<file path="src/rtl/lfsr_prbs_check_pkg.sv">
// Shared types and helpers for the PRBS read-back checker and its expected-data generator.
package lfsr_prbs_check_pkg;

  localparam int unsigned WORD_SIZE = 48;
  localparam int unsigned PC_W      = $clog2(WORD_SIZE + 1);

  typedef enum logic [2:0] {StIdle, StSeed, StCheck, StFlush, StDone} chk_state_e;

  function automatic logic [PC_W-1:0] popcount(input logic [WORD_SIZE-1:0] w);
    logic [PC_W-1:0] n;
    n = '0;
    for (int unsigned i = 0; i < WORD_SIZE; i++) begin
      n = n + PC_W'(w[i]);
    end
    return n;
  endfunction

  // XNOR LFSR, taps 48/47/21/20 (all-zero seed is legal); one word = WORD_SIZE fresh bits.
  function automatic logic [WORD_SIZE-1:0] lfsr_next_word(input logic [WORD_SIZE-1:0] s);
    logic [WORD_SIZE-1:0] r;
    r = s;
    for (int unsigned i = 0; i < WORD_SIZE; i++) begin
      r = {r[WORD_SIZE-2:0], ~(r[47] ^ r[46] ^ r[20] ^ r[19])};
    end
    return r;
  endfunction

endpackage

</file>
<file path="src/rtl/lfsr_prbs_check_if.sv">
// Read-back word stream into the checker: valid/ready handshake plus data word.
interface lfsr_prbs_check_if;
  import lfsr_prbs_check_pkg::*;

  logic                 in_valid;
  logic                 in_ready;
  logic [WORD_SIZE-1:0] in_data;

  modport master (output in_valid, output in_data, input in_ready);
  modport slave  (input in_valid, input in_data, output in_ready);

endinterface

</file>
<file path="src/rtl/lfsr_prbs_check_gen.sv">
// Expected-data source: same word sequence as the paired PRBS generator, advanced per accept.
module lfsr_prbs_check_gen
  import lfsr_prbs_check_pkg::*;
#(
  parameter logic [WORD_SIZE-1:0] LFSR_INIT = '0
) (
  input  logic                 clk,
  input  logic                 rst,
  input  logic                 clr,
  input  logic                 en,
  output logic [WORD_SIZE-1:0] data_out
);

  logic [WORD_SIZE-1:0] state_q;

  always_ff @(posedge clk or posedge rst) begin
    if (rst) begin
      state_q <= LFSR_INIT;
    end else if (clr) begin
      state_q <= LFSR_INIT;
    end else if (en) begin
      state_q <= lfsr_next_word(state_q);
    end
  end

  assign data_out = state_q;

endmodule

</file>
<file path="src/rtl/lfsr_prbs_check.sv">
// PRBS read-back checker: compares accepted words against the regenerated stream and keeps
// saturating bit/word error counts plus a snapshot of the first failing word.
module lfsr_prbs_check
  import lfsr_prbs_check_pkg::*;
#(
  parameter logic [WORD_SIZE-1:0] LFSR_INIT = '0,
  parameter int unsigned          CNT_W     = 32,
  parameter int unsigned          IDX_W     = 16
) (
  input  logic                 clk,
  input  logic                 rst,
  input  logic                 start,
  input  logic [IDX_W-1:0]     num_words,
  lfsr_prbs_check_if.slave     bus,
  output logic                 busy,
  output logic                 done,
  output logic                 pass,
  output logic [CNT_W-1:0]     err_bits,
  output logic [IDX_W-1:0]     err_words,
  output logic [IDX_W-1:0]     first_err_idx,
  output logic [WORD_SIZE-1:0] first_err_mask,
  output logic                 first_err_vld
);

  localparam int unsigned SumW = CNT_W + 1;

  chk_state_e           state_q, state_d;
  logic [IDX_W-1:0]     num_words_q, idx_q, s0_idx_q;
  logic                 s0_vld_q;
  logic [WORD_SIZE-1:0] s0_mask_q, exp_data;
  logic [CNT_W-1:0]     err_bits_q, err_bits_d;
  logic [IDX_W-1:0]     err_words_q, err_words_d, first_idx_q;
  logic [WORD_SIZE-1:0] first_mask_q;
  logic                 first_vld_q, done_q, pass_q;
  logic                 ready, accept, last, clr_run;
  logic [SumW-1:0]      bits_sum;

  assign ready        = (state_q == StCheck);
  assign bus.in_ready = ready;
  assign accept       = bus.in_valid && ready;
  assign last         = accept && (num_words_q != '0) && (idx_q == num_words_q - 1'b1);
  // A start anywhere discards the current run, including a word in flight in stage 0.
  assign clr_run      = start || (state_q == StSeed);

  always_comb begin
    state_d = state_q;
    unique case (state_q)
      StIdle:  state_d = StIdle;
      StSeed:  state_d = StCheck;
      StCheck: if (last) state_d = StFlush;
      StFlush: state_d = StDone;
      StDone:  state_d = StDone;
      default: state_d = StIdle;
    endcase
    if (start) state_d = StSeed;
  end

  lfsr_prbs_check_gen #(
    .LFSR_INIT (LFSR_INIT)
  ) u_gen (
    .clk      (clk),
    .rst      (rst),
    .clr      (clr_run),
    .en       (accept),
    .data_out (exp_data)
  );

  always_comb begin
    bits_sum    = {1'b0, err_bits_q} + SumW'(popcount(s0_mask_q));
    err_bits_d  = err_bits_q;
    err_words_d = err_words_q;
    if (s0_vld_q) begin
      err_bits_d = bits_sum[CNT_W] ? '1 : bits_sum[CNT_W-1:0];
      if ((s0_mask_q != '0) && (err_words_q != '1)) err_words_d = err_words_q + 1'b1;
    end
  end

  always_ff @(posedge clk or posedge rst) begin
    if (rst) begin
      state_q      <= StIdle;
      num_words_q  <= '0;
      idx_q        <= '0;
      s0_vld_q     <= 1'b0;
      s0_mask_q    <= '0;
      s0_idx_q     <= '0;
      err_bits_q   <= '0;
      err_words_q  <= '0;
      first_vld_q  <= 1'b0;
      first_idx_q  <= '0;
      first_mask_q <= '0;
      done_q       <= 1'b0;
      pass_q       <= 1'b0;
    end else begin
      state_q <= state_d;
      if (start) num_words_q <= num_words;
      if (clr_run) begin
        idx_q        <= '0;
        s0_vld_q     <= 1'b0;
        err_bits_q   <= '0;
        err_words_q  <= '0;
        first_vld_q  <= 1'b0;
        first_idx_q  <= '0;
        first_mask_q <= '0;
        done_q       <= 1'b0;
        pass_q       <= 1'b0;
      end else begin
        s0_vld_q <= accept;
        if (accept) begin
          s0_mask_q <= bus.in_data ^ exp_data;
          s0_idx_q  <= idx_q;
          idx_q     <= idx_q + 1'b1;
        end
        err_bits_q  <= err_bits_d;
        err_words_q <= err_words_d;
        if (s0_vld_q && (s0_mask_q != '0) && !first_vld_q) begin
          first_vld_q  <= 1'b1;
          first_idx_q  <= s0_idx_q;
          first_mask_q <= s0_mask_q;
        end
        // Last word leaves stage 1 during FLUSH, so pass sees its final count.
        if (state_q == StFlush) begin
          done_q <= 1'b1;
          pass_q <= (err_words_d == '0);
        end
      end
    end
  end

  assign busy           = (state_q == StSeed) || (state_q == StCheck) || (state_q == StFlush);
  assign done           = done_q;
  assign pass           = pass_q;
  assign err_bits       = err_bits_q;
  assign err_words      = err_words_q;
  assign first_err_idx  = first_idx_q;
  assign first_err_mask = first_mask_q;
  assign first_err_vld  = first_vld_q;

endmodule

</file>
<file path="src/flat_wrapper.sv">
// flat-port wrapper written by rule: the top's interface ports become plain ports
module lfsr_prbs_check_flat import lfsr_prbs_check_pkg::*;
#(
  parameter logic [WORD_SIZE-1:0] LFSR_INIT = '0,
  parameter int unsigned          CNT_W     = 32,
  parameter int unsigned          IDX_W     = 16
)
  (clk, rst, start, num_words, busy, done, pass, err_bits, err_words, first_err_idx, first_err_mask, first_err_vld, bus_in_valid, bus_in_data, bus_in_ready);
  lfsr_prbs_check_if bus_i ();
  input  logic clk;
  input  logic rst;
  input  logic start;
  input  logic [IDX_W-1:0] num_words;
  output logic busy;
  output logic done;
  output logic pass;
  output logic [CNT_W-1:0] err_bits;
  output logic [IDX_W-1:0] err_words;
  output logic [IDX_W-1:0] first_err_idx;
  output logic [WORD_SIZE-1:0] first_err_mask;
  output logic first_err_vld;
  input wire logic [$bits(bus_i.in_valid)-1:0] bus_in_valid;
  input wire logic [$bits(bus_i.in_data)-1:0] bus_in_data;
  output wire logic [$bits(bus_i.in_ready)-1:0] bus_in_ready;
  assign bus_i.in_valid = bus_in_valid;
  assign bus_i.in_data = bus_in_data;
  assign bus_in_ready = bus_i.in_ready;
  lfsr_prbs_check #(.LFSR_INIT(LFSR_INIT), .CNT_W(CNT_W), .IDX_W(IDX_W)) u_core (.clk(clk), .rst(rst), .start(start), .num_words(num_words), .bus(bus_i), .busy(busy), .done(done), .pass(pass), .err_bits(err_bits), .err_words(err_words), .first_err_idx(first_err_idx), .first_err_mask(first_err_mask), .first_err_vld(first_err_vld));
endmodule
</file>
<file path="config.mk">
export PLATFORM = sky130hd
export DESIGN_NAME = lfsr_prbs_check_flat
export DESIGN_NICKNAME = d
export VERILOG_FILES = /design/src/rtl/lfsr_prbs_check_pkg.sv /design/src/rtl/lfsr_prbs_check_if.sv /design/src/rtl/lfsr_prbs_check_gen.sv /design/src/rtl/lfsr_prbs_check.sv /design/src/flat_wrapper.sv
export SDC_FILE = /design/constraint.sdc
export NUM_CORES = 1
export LEC_CHECK = 0
export BUFFER_PORTS_ARGS = -buffer_cell sky130_fd_sc_hd__clkbuf_2
export CAP_MARGIN = 20
export CORE_MARGIN = 2
export CORE_UTILIZATION = 45
export DETAILED_ROUTE_END_ITERATION = 7
export MAX_ROUTING_LAYER = met4
export PLACE_DENSITY = 0.67
export SETUP_SLACK_MARGIN = 0.05
export SYNTH_ARGS = -nofsm -noshare
export SYNTH_HDL_FRONTEND = slang
export SYNTH_SLANG_ARGS = --single-unit
</file>
<file path="constraint.sdc">
create_clock -name clk -period 10.53 [get_ports clk]
set_clock_uncertainty 0.05 [all_clocks]
set_input_delay 3.159 -clock clk [delete_from_list [all_inputs] [get_ports clk]]
set_output_delay 3.159 -clock clk [all_outputs]
set_load 0.005 [all_outputs]
</file>
==> flow_summary_export.csv <==
group,metric,value,unit
sta,tns,0,ns
hold_path,hold_path_class,"register to register",
critical_path,critical_path_class,"register to register",
global_route,grt_pass1_vias,11320,
global_route,globalRouteOverflowTotal,0,
drt,vias,11720,
clock_network,cts_sinks,263,
sta,fin_crit,7.951,ns
clock_network,cts_buffers,30,
global_route,met3_usage,2.930,%
critical_path,crit_buf_inv,4,
logic_synthesis,avgSynthCellArea,9.359,um^2
sta,maxSlewHeadroom,31.18,%
clock_network,clock_latency,0.57,ns
logic_synthesis,synth_top_area_share,44.48,%
run_status,outcome,"finished, final reports clean",
logic_synthesis,ys_ff_latch,263,
global_route,grt-busiest-layer,"met2",
drt,wirelength,38770,um
drt,firstDrtPassIters,5,
clock_network,htreeDepth,1,
logic_synthesis,synthCells,1581,
floorplan,core,32450,um^2
logic_synthesis,syn_area,14800,um^2
clock_network,path_clk_slew,0.06,ns
floorplan,die_w,185.3,um
final_layout,final_nets,1837,
logic_synthesis,synthTopCellsByArea,"dfrtp_1 44%, nand2_1 7.1%, xnor2_1 6.6%, xor2_1 6.3%, fa_1 5.4%",
sta,drv_slew,0,
global_route,grt_util_met1,32.31,%
sta,setup_viol,0,
logic_synthesis,yosysUniqueCellTypes,70,
global_route,grt_max_degree,134,
clock_network,root_buffer,"clkbuf_16",
global_route,antenna_found_initial,1,
clock_network,cts_tree,"yes",
sta,hold_viol,0,
critical_path,start_kind,"register",
drt,drc_errors,0,
clock_network,hold_buffers,0,
critical_path,crit_slowest_cell,"fa_1",
logic_synthesis,synth-edff-count,0,
logic_synthesis,ys.flop_type,"dfrtp_1",
floorplan,start_util,45.59,%
sta,fmax,0.1258,GHz
placement,finalWeightedCongestion,0.9302,
floorplan,die_h,185.3,um
sta,tightest_slew,1.032,ns
critical_path,endpoint_kind,"register",
placement,io_buffers,184,
logic_synthesis,syn-num-nets,1708,
clock_network,cts_resized,0,
floorplan,die-area,34350,um^2
logic_synthesis,synth_top_area_cell,"dfrtp_1",
logic_synthesis,synth-async-reset-ratio,100.0,%
drt,ant_nets,0,
final_layout,area_growth_syn_to_layout,15.39,%
critical_path,path_cells,"inv_1 > ha_1 > inv_1 > fa_1 > fa_1 > fa_1 > fa_1 > fa_1 > fa_1 > fa_1 > fa_1 > fa_1 > inv_1 > fa_1 > a21o_1 > a21oi_1 > o21bai_1 > a21oi_1 > nor4_1 > buf_4 > nor3_1 > a311oi_1",
clock_network,postCtsSetupBuffers,0,
floorplan,io_pins,185,
global_route,use_met2,36.46,%
critical_path,cp_top_family,"adder cells",
logic_synthesis,synth_warnings,0,
sta,rsz0062_at_grt,"no",
critical_path,cp.arrival,8.29,ns
sta,finalCritPeriodShare,75.51,%
global_route,grt_pass1_wl,62070,um
critical_path,critPathMaxFanout,11,
drt,vias_per_cell,5.385,
run,max-cap-violations,0,
critical_path,slowest_delay,0.58,ns
final_layout,drive_gt1_share,16.21,%
floorplan,rows,66,
drt,drt_iter0_drc,860,
placement,hpwl,27810,um
critical_path,crit_top_cell,"fa_1",
clock_network,cts_buffer_depth,3,
critical_path,cp.required,10.87,ns
logic_synthesis,ys_seq_area_share,44.48,%
global_route,grtUsageTotal,23.52,%
drt,wl_per_cell,17.81,um
-- layout make-up --
cell class | count | area, um^2
Clock inverter | 13 | 207.7
Clock buffer | 43 | 870.8
Sequential cell | 263 | 6581
Fill cell | 2988 | 15380
Antenna cell | 1 | 2.502
Timing Repair Buffer | 195 | 1013
Multi-Input combinational cell | 1125 | 7481
Tap cell | 442 | 553.0
Inverter | 95 | 364.1
-- final timing paths --
path	startpoint	end	slack (ns)	cells past startpoint
worst min register to register	u_core.s0_idx_q[5]	u_core.s0_idx_q[5]	0.43	2
worst min-delay path	u_core.s0_idx_q[5]	u_core.s0_idx_q[5]	0.43	2
worst max-delay path	u_core.s0_mask_q[0]	u_core.err_bits[13]	2.58	22
max in group asynchronous	rst	u_core.num_words_q[3]	6.20	3
min in group asynchronous	rst	u_core.s0_mask_q[37]	2.76	2
worst max register to register	u_core.s0_mask_q[0]	u_core.err_bits[13]	2.58	22
-- registers in the layout, indices dropped and copies added (netlist names) --
signal / flops
u_core.done: 1
u_core.err_bits: 32
u_core.err_words: 16
u_core.first_err_idx: 16
u_core.first_err_mask: 48
u_core.first_err_vld: 1
u_core.idx_q: 16
u_core.num_words_q: 16
u_core.pass: 1
u_core.s0_idx_q: 16
u_core.s0_mask_q: 48
u_core.s0_vld_q: 1
u_core.state_q: 3
u_core.u_gen.data_out: 48
-- per-layer routing --
metal / wire (um) / up-vias
li1: - / 5535
met1: 17380 / 5802
met2: 18100 / 321
met3: 1994 / 66
met4: 1297 / 0
met5: 0 / -
-- cells in the final DEF (no fill, tap or decap), drive strengths merged, types with 10 or more instances in the layout --
master	synthesis	final
ha	19	19
clkbuf	71	228
nand3	19	19
a21oi	127	127
inv	94	94
dfrtp	263	263
a31oi	13	13
and3	17	17
xor2	107	107
or3	36	36
nor2	82	82
nand4	15	15
xnor2	111	111
o21ai	97	97
nor4	26	26
a311oi	11	11
fa	40	40
mux2	13	13
buf	27	10
nor3	25	25
nand2	278	278
-- stage by stage --
step | worst slack [ns] | util [%] | cell area (um^2) | instances | hold slack [ns]
floorplan | 0.08080 | - | 14800 | 1581 | 0.3957
global placement | 2.684 | 49.18 | 15960 | 2117 | 0.4106
detailed placement | 2.574 | 49.26 | 15990 | 2119 | 0.4138
CTS | 2.577 | 52.59 | 17070 | 2175 | 0.4282
global route | 2.148 | 52.61 | 17070 | 2177 | 0.4513
finish | 2.579 | 52.61 | 17070 | 2177 | 0.4255
-- worst reg2reg max path, delay by kind of cell, from the launching register on --
family,cells,cell delay [ns]
fa+ha+maj,11,5.14
compound gates,5,1.21
simple gates,2,0.60
buf+inv,4,0.41
flops,1,0.36
-- cell usage after synthesis, types with 4 or more instances --
master	n
nor4_1	24
a41oi_1	4
fa_1	40
or3_1	35
a41o_1	5
nand3_1	19
dfrtp_1	263
xnor2_1	111
xor2_1	106
or4_1	6
buf_2	13
o21ai_0	96
a211oi_1	5
xnor3_1	7
nand4_1	15
a21o_1	7
and4_1	6
inv_1	94
buf_1	11
clkbuf_1	70
nor2_1	82
ha_1	19
a311oi_1	11
nand2_1	278
o21bai_1	4
mux2_2	13
a21oi_1	127
and3_1	15
a31oi_1	13
nor3_1	22
-- cell families (layout without fill, tap and decap cells) --
kind of cell	Yosys count	in the layout	synth area share, %
simple gates	533	533	16.76
compound gates	292	292	11.30
xor+xnor	226	226	14.18
fa+ha+maj	59	59	7.018
other cells	0	1	0
flops	263	263	44.48
buf+inv	193	346	5.141
mux	15	15	1.125
Power is not shown: default switching activity piles up to over one toggle a cycle in this logic, so the estimate is an artifact.
